`src/rtl/vga_pkg.sv`:
```
// Shared display/game constants for the pong datapath.
// Game-state encoding consumed by ball, score and renderer blocks; screen and
// paddle geometry in pixels.
package vga_pkg;

  // Game state encoding (2-bit state bus)
  localparam logic [1:0] menu_start = 2'd0;
  localparam logic [1:0] game_play  = 2'd1;
  localparam logic [1:0] game_pause = 2'd2;
  localparam logic [1:0] game_end   = 2'd3;

  // Screen and object geometry, px
  localparam int SCREEN_W  = 1024;
  localparam int SCREEN_H  = 768;
  localparam int BALL_SIZE = 15;
  localparam int X_PAD_L   = 30;   // first px right of the left paddle
  localparam int X_PAD_R   = 979;  // first px of the right paddle
  localparam int PAD_H     = 120;

endpackage

```
`src/rtl/ball_controller.sv`:
```
// Ball physics for pong: serve from centre, per-tick motion, wall and paddle
// bounces, goal-zone hold after a miss, then re-serve.
// Ports: clk/rst (sync, active-high); timing_tick frame strobe; state game mode;
//   y_pad_left/right paddle tops; x_ball/y_ball registered top-left corner;
//   paddle_hit / ball_out single-cycle pulses aligned with the position update.
module ball_controller
  import vga_pkg::*;
#(
  parameter int SPEED_X0    = 4,
  parameter int SPEED_XMAX  = 10,
  parameter int SPEED_Y     = 3,
  parameter int SERVE_TICKS = 60,
  parameter int HOLD_TICKS  = 30
) (
  input  logic        clk,
  input  logic        rst,
  input  logic        timing_tick,
  input  logic [1:0]  state,
  input  logic [10:0] y_pad_left,
  input  logic [10:0] y_pad_right,
  output logic [10:0] x_ball,
  output logic [10:0] y_ball,
  output logic        paddle_hit,
  output logic        ball_out
);

  typedef enum logic [1:0] {SERVE, MOVE, OUT} ball_fsm_t;

  localparam logic [10:0] X_C    = 11'((SCREEN_W - BALL_SIZE) / 2);
  localparam logic [10:0] Y_C    = 11'((SCREEN_H - BALL_SIZE) / 2);
  localparam logic [10:0] X_MAX  = 11'(SCREEN_W - BALL_SIZE);
  localparam logic [10:0] Y_MAX  = 11'(SCREEN_H - BALL_SIZE);
  localparam logic [10:0] X_L    = 11'(X_PAD_L);
  localparam logic [10:0] X_R    = 11'(X_PAD_R - BALL_SIZE);
  localparam logic signed [11:0] X_MAX_S = 12'(SCREEN_W - BALL_SIZE);
  localparam logic signed [11:0] Y_MAX_S = 12'(SCREEN_H - BALL_SIZE);
  localparam logic signed [11:0] X_L_S   = 12'(X_PAD_L);
  localparam logic signed [11:0] X_R_S   = 12'(X_PAD_R - BALL_SIZE);
  localparam logic signed [11:0] VY_S    = 12'(SPEED_Y);
  localparam logic [11:0] BALL_12    = 12'(BALL_SIZE);
  localparam logic [11:0] PAD_H_12   = 12'(PAD_H);
  localparam logic [3:0]  VX0        = 4'(SPEED_X0);
  localparam logic [3:0]  VXMAX      = 4'(SPEED_XMAX);
  localparam logic [5:0]  SERVE_LAST = 6'(SERVE_TICKS - 1);
  localparam logic [5:0]  HOLD_LAST  = 6'(HOLD_TICKS - 1);

  ball_fsm_t   fsm, fsm_nx;
  logic [5:0]  cnt, cnt_nx;
  logic [3:0]  vx, vx_nx;
  logic        dir_x_pos, dir_x_nx;   // 1: moving right
  logic        dir_y_pos, dir_y_nx;   // 1: moving down
  logic [10:0] x_nx, y_nx;
  logic        hit_nx, out_nx;

  logic signed [11:0] px, py, pnx, pny;
  logic        ov_l, ov_r, restart, run;

  assign restart = rst || (state == menu_start) || (state == game_end);
  assign run     = (state == game_play) && timing_tick;

  // 12-bit signed candidates so a step past either edge shows up as a
  // negative / oversize value instead of wrapping.
  assign px  = $signed({1'b0, x_ball});
  assign py  = $signed({1'b0, y_ball});
  assign pnx = dir_x_pos ? px + $signed({8'd0, vx}) : px - $signed({8'd0, vx});
  assign pny = dir_y_pos ? py + VY_S : py - VY_S;

  // Paddle overlap uses the current (pre-step) vertical position.
  assign ov_l = (({1'b0, y_ball} + BALL_12) > {1'b0, y_pad_left}) &&
                ({1'b0, y_ball} < ({1'b0, y_pad_left} + PAD_H_12));
  assign ov_r = (({1'b0, y_ball} + BALL_12) > {1'b0, y_pad_right}) &&
                ({1'b0, y_ball} < ({1'b0, y_pad_right} + PAD_H_12));

  always_comb begin
    fsm_nx   = fsm;
    cnt_nx   = cnt;
    vx_nx    = vx;
    dir_x_nx = dir_x_pos;
    dir_y_nx = dir_y_pos;
    x_nx     = x_ball;
    y_nx     = y_ball;
    hit_nx   = 1'b0;
    out_nx   = 1'b0;
    if (run) begin
      case (fsm)
        SERVE: begin
          x_nx = X_C;
          y_nx = Y_C;
          if (cnt == SERVE_LAST) begin
            fsm_nx = MOVE;
            cnt_nx = '0;
          end else begin
            cnt_nx = cnt + 6'd1;
          end
        end
        MOVE: begin
          // Vertical and horizontal resolve independently (corner bounces).
          if (pny < 12'sd0) begin
            y_nx     = '0;
            dir_y_nx = ~dir_y_pos;
          end else if (pny > Y_MAX_S) begin
            y_nx     = Y_MAX;
            dir_y_nx = ~dir_y_pos;
          end else begin
            y_nx = pny[10:0];
          end
          // Paddle test only when this step crosses a paddle face; once past
          // the face the ball runs on into the goal zone.
          if (!dir_x_pos && (px >= X_L_S) && (pnx < X_L_S) && ov_l) begin
            x_nx     = X_L;
            dir_x_nx = 1'b1;
            hit_nx   = 1'b1;
          end else if (dir_x_pos && (px <= X_R_S) && (pnx > X_R_S) && ov_r) begin
            x_nx     = X_R;
            dir_x_nx = 1'b0;
            hit_nx   = 1'b1;
          end else if (pnx <= 12'sd0) begin
            x_nx   = '0;
            fsm_nx = OUT;
            out_nx = 1'b1;
          end else if (pnx >= X_MAX_S) begin
            x_nx   = X_MAX;
            fsm_nx = OUT;
            out_nx = 1'b1;
          end else begin
            x_nx = pnx[10:0];
          end
          if (hit_nx) vx_nx = (vx >= VXMAX) ? VXMAX : vx + 4'd1;
        end
        OUT: begin
          // Ball parks at the edge so the scorer sees it in the goal zone.
          if (cnt == HOLD_LAST) begin
            x_nx     = X_C;
            y_nx     = Y_C;
            vx_nx    = VX0;
            dir_x_nx = (x_ball == 11'd0);  // serve away from the edge it hit
            dir_y_nx = ~dir_y_pos;
            cnt_nx   = '0;
            fsm_nx   = SERVE;
          end else begin
            cnt_nx = cnt + 6'd1;
          end
        end
        default: fsm_nx = SERVE;
      endcase
    end
  end

  always_ff @(posedge clk) begin
    if (restart) begin
      fsm        <= SERVE;
      cnt        <= '0;
      vx         <= VX0;
      dir_x_pos  <= 1'b1;
      dir_y_pos  <= 1'b1;
      x_ball     <= X_C;
      y_ball     <= Y_C;
      paddle_hit <= 1'b0;
      ball_out   <= 1'b0;
    end else begin
      fsm        <= fsm_nx;
      cnt        <= cnt_nx;
      vx         <= vx_nx;
      dir_x_pos  <= dir_x_nx;
      dir_y_pos  <= dir_y_nx;
      x_ball     <= x_nx;
      y_ball     <= y_nx;
      paddle_hit <= hit_nx;
      ball_out   <= out_nx;
    end
  end

endmodule

```
`config.mk`:
```
export PLATFORM = sky130hd
export DESIGN_NAME = ball_controller
export DESIGN_NICKNAME = d
export VERILOG_FILES = /design/src/rtl/vga_pkg.sv /design/src/rtl/ball_controller.sv
export SDC_FILE = /design/constraint.sdc
export NUM_CORES = 1
export LEC_CHECK = 0
export ABC_CLOCK_PERIOD_IN_PS = 4900
export CORE_ASPECT_RATIO = 1.2
export CORE_MARGIN = 8
export CORE_UTILIZATION = 25
export DETAILED_ROUTE_END_ITERATION = 6
export SYNTH_ARGS = -nofsm -noshare
export SYNTH_HDL_FRONTEND = slang
export SYNTH_SLANG_ARGS = --single-unit
```
`constraint.sdc`:
```
create_clock -name clk -period 4.9 [get_ports clk]
set_input_delay 1.225 -clock clk [delete_from_list [all_inputs] [get_ports clk]]
set_output_delay 1.225 -clock clk [all_outputs]
set_load 0.005 [all_outputs]
```
# --- After elaboration in Yosys (flattened, before gate mapping) ---
# Cells that the tools add are included.
classes:
  n_bitwise: 3
  n_reduce_logical: 26
  muxes: 40
  n_lt_le_gt_ge: 13
  eq_ne: 14
  addsub: 9
ops:
  columns: ["cell", "n"]
  rows:
  - ["$mux 11", 8]
  - ["$pmux 11 s3", 2]
  - ["$add 11x7->12 const B", 2]
  - ["$gt 12x11->1", 2]
  - ["$gt 12x11->1 const B", 2]
  - ["$lt 11x12->1", 2]
  - ["$mux 12", 2]
  - ["$add 11x2->12 const B", 1]
  - ["$add 11x4->12", 1]
  - ["$add 11x4->12 const B", 1]
  - ["$ge 12x11->1 const B", 1]
  - ["$le 12x1->1 const B", 1]
  - ["$lt 12x1->1 const B", 1]
  - ["$lt 12x6->1 const B", 1]
  - ["$mux 1", 12]
  - ["$mux 2", 6]
  - ["$mux 4", 3]
  - ["$mux 6", 2]
  - ["$pmux 6 s2", 1]
  - ["$reduce_and 4->1", 3]
  - ["$sub 11x2->12 const B", 1]
  - ["$sub 11x4->12", 1]
  - ["$ge 11x5->1 const B", 1]
  - ["$le 11x10->1 const B", 1]
  - ["other kinds (25)", 47]
totals:
  inputBits: 27
  out_inout_bits: 24
  regBits: 38

# --- Logic depth before layout (Yosys ltp) ---
# Gate-level depths: netlist of run 1.
logic_depth:
  word_depth: 11
  ltp_mapped: 15
  depth_no_buf: 15

# --- Worst setup path before layout of run 1 ---
# Ideal clock, no wire load.
synth_path:
  path_kind: "input to register"
  startpoint: "input port y_pad_right[3]"
  endpoint: "register vx[2]"
  stages: 13
  n_path_buf: 0
  slack_ns: 1.177
  required_time_ns: 4.786
  arrival_ns: 3.609
  cell_sequence: "inv_1 ha_1 xnor2_1 ha_1 a21o_1 a21o_1 a211o_1 o211ai_1 a31oi_1 or4_4 o21ai_4 o211ai_1 a21bo_1"
synth_between:
  elab_chain_cells: 10
  elab_cells_between_ends: 11
  cone_classes: "1 x add/sub; 2 x order compare; 1 x eq/ne; 4 x mux; 3 x reduce/logical"
synth_rtl:
  columns: ["item", "line", "source"]
  rows:
  - ["from (decl)", "ball_controller.sv:20", "input logic [10:0] y_pad_right,"]
  - ["$add 11x7->12", "ball_controller.sv:72", "({1'b0, y_ball} < ({1'b0, y_pad_right} + PAD_H_12));"]
  - ["$lt 11x12->1", "ball_controller.sv:72", null]
  - ["$logic_and 1x1->1 *", "ball_controller.sv:71", "assign ov_r = (({1'b0, y_ball} + BALL_12) > {1'b0, y_pad_right}) &&"]
  - ["$logic_and 1x1->1 *", "ball_controller.sv:113", "end else if (dir_x_pos && (px <= X_R_S) && (pnx > X_R_S) && ov_r) begin"]
  - ["$mux 1 *", "ball_controller.sv:113", null]
  - ["$mux 1 *", "ball_controller.sv:109", "if (!dir_x_pos && (px >= X_L_S) && (pnx < X_L_S) && ov_l) begin"]
  - ["$mux 1 *", "ball_controller.sv:85", "case (fsm)"]
  - ["$mux 1 *", "ball_controller.sv:84", "if (run) begin"]
  - ["$ne 2x2->1 (no line) *", null, null]
  - ["$reduce_and 4->1 (no line) *", null, null]
  - ["to (signal assigned)", "ball_controller.sv:163", "vx <= vx_nx;"]
  - ["to (decl)", "ball_controller.sv:49", "logic [3:0] vx, vx_nx;"]
# Every way passes the cells marked *; elsewhere a longest branch is shown, timed or not. The select of a mux whose other input is x is not followed.
# A chain may end at the register's enable or synchronous reset.

# --- Final worst setup path of run 1 ---
# Ends and elaborated chain as after synthesis.

==> results of run 1 <==
registers in the layout, summed over array words and instances, names as in the netlist:
register and cells:
x_ball 11, y_ball 11, cnt 6, vx 4
fsm 2, ball_out 1, dir_x_pos 1, dir_y_pos 1
paddle_hit 1
worst max-delay path by stage:
stage | startpoint | to | slack, ns | cells past startpoint
2_1_floorplan | y_pad_right[3] | vx[2] | 1.18 | 13
3_3_place_gp | y_pad_right[3] | vx[2] | 0.45 | 14
3_5_place_dp | y_pad_right[3] | vx[2] | 0.40 | 14
4_1_cts | y_pad_right[3] | vx[2] | 0.70 | 14
5_1_grt | y_ball[0] | vx[2] | 0.50 | 14
6_report | y_pad_right[3] | vx[2] | 0.70 | 14
cell usage in the layout (no fill, tap or decap), types with 4 or more instances in the layout:
cell | netlist | routed
a211o_1 | 6 | 6
a211oi_1 | 11 | 11
a21o_1 | 18 | 18
a21oi_1 | 41 | 41
a31oi_1 | 5 | 5
and3_1 | 6 | 6
clkbuf_16 | 0 | 5
clkdlybuf4s50_1 | 0 | 50
dfxtp_1 | 38 | 38
ha_1 | 76 | 76
inv_1 | 44 | 44
mux2i_1 | 5 | 5
nand2_1 | 43 | 43
nand2b_1 | 11 | 11
nand3_1 | 11 | 11
nand4_1 | 13 | 13
nor2_1 | 52 | 52
nor2b_1 | 5 | 5
nor3_1 | 20 | 20
o21a_1 | 7 | 7
o21ai_0 | 26 | 26
o21ai_1 | 4 | 4
o22ai_1 | 5 | 5
o31ai_1 | 5 | 5
or3_1 | 5 | 5
xnor2_1 | 24 | 24
xor2_1 | 16 | 16
power by group:
group / switching [mW] / total [mW] / internal, mW
combinational: 0.0588 / 0.114 / 0.0555
sequential: 0.000508 / 0.310 / 0.309
clock: 0.131 / 0.371 / 0.240
kinds of logic after synthesis:
family | count (synthesis) | share of synthesized area, %
compound gates | 173 | 26.3
xor+xnor | 41 | 7.89
fa+ha+maj | 78 | 21.3
buf+inv | 56 | 4.98
flops | 38 | 16.4
mux | 8 | 1.80
simple gates | 194 | 21.3
layout make-up:
cell class                      instances  share of cell area (%)
Multi-Input combinational cell        494                    65.8
Timing Repair Buffer                   53                    9.41
Clock buffer                            5                    2.25
Sequential cell                        38                    13.7
Clock inverter                          3                   0.811
Tap cell                              224                    5.05
Inverter                               44                    2.97
layer usage:
layer	GRT usage, %	share of wire, %	wire [um]
met5	0	0	0
met4	2.84	1.5	193
met3	1.64	4.0	529
met2	21.5	50	6570
met1	13.1	44	5840
tightest hold or removal path: stages, from the launching register on:
cell and delay, ns:
dfxtp_1 0.33, o21ai_0 0.08, a21oi_1 0.06
through the flow:
step | hold WS (ns) | worst slack [ns] | power (mW)
detailed placement | 0.507 | 0.404 | 0.432
floorplan | 0.472 | 1.18 | 0.385
CTS | 0.520 | 0.696 | 0.802
global route | 0.555 | 0.505 | 0.831
finish | 0.514 | 0.701 | 0.795
global placement | 0.493 | 0.453 | 0.431
==> impl_metrics.yaml, run 1 <==
outcome:
  outcome: "completed"
route:
  wl_per_cell_um: 15.3
  drtAntennaViolNets: 0
  drtIter0Drc: 267
  via_per_inst: 5.14
  drt_pass1_iterations: 4
  drc: 0
  wl_um: 13100
  vias: 4423
job:
  cap_violations: 0
critical_path:
  criticalPathCategory: "primary input to register"
  max_stage_delay_ns: 0.57
  path_cells: "clkdlybuf4s50_1 > inv_1 > ha_1 > xnor2_1 > ha_1 > a21o_1 > a21o_1 > a211o_1 > o211ai_1 > a31oi_1 > or4_4 > o21ai_4 > o211ai_1 > a21bo_1"
  crit_fanout: 9
  reg2reg_to: "vx[2]"
  cp.arrival_ns: 4.37
  critical_path_buf_inv_count: 2
  crit_required_ns: 5.07
  r2r_slack_ns: 0.88
  reg2regPathDepth: 14
  endpoint_kind: "register"
  path_delay_family: "compound AO/OA/AOI/OAI gates"
  cp-start-kind: "primary input"
  crit_path_top_delay_cell: "or4_4"
  worstReg2RegStart: "vx[0]"
synthesis:
  netlist_top_cells_area: "ha_1, dfxtp_1, xnor2_1"
  yosysWarnings: 0
  synth.largest_area_cell: "ha_1"
  seq_area_frac_synth_pct: 16.4
  synthFlopType: "dfxtp_1"
  synth_area_um2: 4650
  avgSynthCellArea_um2: 7.91
  syn_inst: 588
  synth_common_cells: "ha_1, nor2_1, inv_1, nand2_1, a21oi_1"
  yosysMostFrequentCell: "ha_1"
  synth-seq-cells: 38
  yosys.area.top_type_share_pct: 20.5
  synth.net_count: 693
  synth_edf_count: 0
  synth-async-reset-ratio_pct: 0
  synthDistinctLibCells: 78
placement:
  io_buffers: 50
  place_area_um2: 5390
  gp_congestion: 0.801
  hpwl_um: 10800
  placed_cells: 853
timing:
  fin_crit_sh_pct: 85.7
  hold_viol_final: 0
  maxSlewViolCount: 0
  fmaxAchievable_mhz: 238
  tightestPinTransition_ns: 0.817
  finalSetupTns_ns: 0
  period_needed_ns: 4.20
  setup_viol: 0
  relSlewSlack_pct: 45.5
  rsz0062_at_grt: "no"
  fin_worst_skew_ns: 0.00924
floorplanning:
  coreArea_um2: 18200
  placementRows: 54
  fp.dieW_um: 140
  ios: 51
  die_area_um2: 23200
  start_util_pct: 25.6
  die_height_um: 165
global_route:
  gr-total-overflow: 0
  grt_pass1_wl_um: 21900
  grt_max_degree: 15
  grt_usage_pct: 11.3
  grt_pass1_vias: 4585
  antenna_found_initial: 0
hold_path:
  holdCritPathClass: "register to register"
  min_delay_path_depth: 2
  min_from: "cnt[5]"
  hold-path-endpoint: "cnt[5]"
cells_and_area:
  syn_to_final_growth_pct: 19.5
  fin_area_um2: 5560
  layout-drive-gt1-share_pct: 5.34
  fill_cells: 1914
  n_antenna_cell: 0
  multi_input_area_um2: 3660
  seq_area_um2: 761
  postLayoutCoreUtil_pct: 30.6
  stdcell_count: 861
  final_nets: 741
clock_network:
  cts_resized: 0
  clk_latency_ns: 0.28
  htree_levels: 2
  hold_buffers: 0
  cts_setup_buffers: 0
  cts.reportedPaths.clkPinSlew_ns: 0.06
  cts_made_buffers: 5
  cts_root_buf: "clkbuf_16"
  cts_tree: "yes"
  clk_path_buf_depth: 2
  clock-sinks: 38
pwr:
  p_per_area_nw_per_um2: 143
  peakVddDrop_mv: 0.111
  p_leak_nw: 2.40
No activity file was read; power rests on OpenSTA's default activity.
==> run 2: changes to the inputs <==
--- a/config.mk
+++ b/config.mk
@@ -10,6 +10,8 @@
 export CORE_MARGIN = 8
 export CORE_UTILIZATION = 25
 export DETAILED_ROUTE_END_ITERATION = 6
+export SLEW_MARGIN = 30
 export SYNTH_ARGS = -nofsm -noshare
 export SYNTH_HDL_FRONTEND = slang
 export SYNTH_SLANG_ARGS = --single-unit
+export TNS_END_PERCENT = 1
==> results of run 2 <==
The final DEF is identical to that of run 1; final timing and power are the same.
==> run 3: changes to the inputs <==
--- a/config.mk
+++ b/config.mk
@@ -5,11 +5,13 @@
 export SDC_FILE = /design/constraint.sdc
 export NUM_CORES = 1
 export LEC_CHECK = 0
+export ABC_AREA = 0
 export ABC_CLOCK_PERIOD_IN_PS = 4900
 export CORE_ASPECT_RATIO = 1.2
 export CORE_MARGIN = 8
-export CORE_UTILIZATION = 25
+export CORE_UTILIZATION = 50
 export DETAILED_ROUTE_END_ITERATION = 6
+export PLACE_DENSITY = 0.72
 export SLEW_MARGIN = 30
 export SYNTH_ARGS = -nofsm -noshare
 export SYNTH_HDL_FRONTEND = slang
==> run 3 against run 2 <==
Against the previous run: cell count fell by 12%; cell area fell by 3.9%; critical endpoint unchanged; utilization rose by 29 points; critical path depth did not move; combinational power barely moved; sequential power barely moved; non-clock buffer count fell by 3; wire length fell by 4.0%; worst setup slack got worse by 0.059 ns.
==> impl_metrics.yaml, run 3 (synthesis results as in run 1) <==
timing:
  setup_viol: 0
  fin_worst_skew_ns: 0.00464
  fin_crit_sh_pct: 86.9
  maxSlewViolCount: 0
  period_needed_ns: 4.26
  finalSetupTns_ns: 0
  rsz0062_at_grt: "no"
  fmaxAchievable_mhz: 235
  hold_viol_final: 0
  relSlewSlack_pct: 46.8
  fin_hold_ws_ns: 0.506
  tightestPinTransition_ns: 0.797
critical_path:
  cp-start-kind: "primary input"
  crit_fanout: 9
  cp.arrival_ns: 4.45
  crit_required_ns: 5.09
  criticalPathCategory: "primary input to register"
  endpoint_kind: "register"
floorplanning:
  coreArea_um2: 9030
  placementRows: 38
  ios: 51
  fp.dieW_um: 104
  die_height_um: 122
  start_util_pct: 51.5
  die_area_um2: 12700
global_route:
  grt_pass1_wl_um: 21100
  grt_usage_pct: 19.6
  grt_max_degree: 15
  gr-total-overflow: 0
  grt_pass1_vias: 4454
  antenna_found_initial: 0
clock_network:
  hold_buffers: 0
  cts_root_buf: "clkbuf_8"
  clock-sinks: 38
  clk_latency_ns: 0.29
  clk_path_buf_depth: 2
  htree_levels: 2
  cts_setup_buffers: 0
  cts_resized: 0
  cts_tree: "yes"
  cts.reportedPaths.clkPinSlew_ns: 0.07
  cts_made_buffers: 5
route:
  drc: 0
  drtAntennaViolNets: 0
  drtIter0Drc: 239
  vias: 4584
  via_per_inst: 6.08
  wl_um: 12600
  wl_per_cell_um: 16.7
  drt_pass1_iterations: 5
placement:
  gp_congestion: 0.932
  place_area_um2: 5230
  hpwl_um: 10100
  io_buffers: 50
  placed_cells: 746
pwr:
  peakVddDrop_mv: 0.169
  p_leak_nw: 2.36
  p_per_area_nw_per_um2: 128
job:
  cap_violations: 0
cells_and_area:
  seq_area_um2: 761
  postLayoutCoreUtil_pct: 59.1
  final_common_cell: "ha_1"
  layout-drive-gt1-share_pct: 4.89
  syn_to_final_growth_pct: 14.9
  final_cell_mix: "ha_1, nor2_1, clkdlybuf4s50_1, inv_1, nand2_1"
  fin_area_um2: 5340
  top_regs: "x_ball: 11 flops, y_ball: 11 flops, cnt: 6 flops"
  final_nets: 738
  multi_input_area_um2: 3660
  stdcell_count: 754
  fill_cells: 821
  n_antenna_cell: 0
outcome:
  outcome: "completed"
hold_path:
  holdCritPathClass: "register to register"
## run 3: routing by layer
metal / track usage, % / up-vias / share of wire, %
li1: - / 2266 / -
met1: 23.8 / 2145 / 44
met2: 34.1 / 149 / 48
met3: 3.86 / 24 / 5.6
met4: 6.71 / 0 / 2.3
met5: 0 / - / 0
## run 3: path summary, 6_finish.rpt
kind / from / to / slack, ns / cells after the start
max reg2reg: y_ball[0] / vx[2] / 0.92 / 14
min: cnt[5] / cnt[5] / 0.51 / 2
max: y_pad_right[3] / vx[2] / 0.64 / 14
min reg2reg: cnt[5] / cnt[5] / 0.51 / 2
## run 3: metrics by stage
step           setup slack (ns)  power, mW
2_1_floorplan              1.18      0.385
3_3_place_gp              0.482      0.426
3_5_place_dp              0.385      0.430
4_1_cts                   0.676      0.688
5_1_grt                   0.494      0.718
6_report                  0.642      0.685
## run 3: layout make-up
class | instances | share of cell area [%]
Timing Repair Buffer | 50 | 9.37
Multi-Input combinational cell | 494 | 68.4
Tap cell | 120 | 2.81
Clock inverter | 3 | 0.750
Clock buffer | 5 | 1.29
Sequential cell | 38 | 14.2
Inverter | 44 | 3.09
## run 3: critical path: stages
cell             delay [ns]
clkdlybuf4s50_1        0.51
inv_1                  0.07
ha_1                   0.24
xnor2_1                0.14
ha_1                   0.30
a21o_1                 0.16
a21o_1                 0.17
a211o_1                0.29
o211ai_1               0.08
a31oi_1                0.15
or4_4                  0.59
o21ai_4                0.15
o211ai_1               0.14
a21bo_1                0.22
## run 3: report_power, final
part,internal [mW],leakage [nW],switching [mW]
logic,0.0558,2.00,0.0588
registers,0.309,0.307,0.000505
clock network,0.150,0.0579,0.111
total,0.515,2.36,0.171
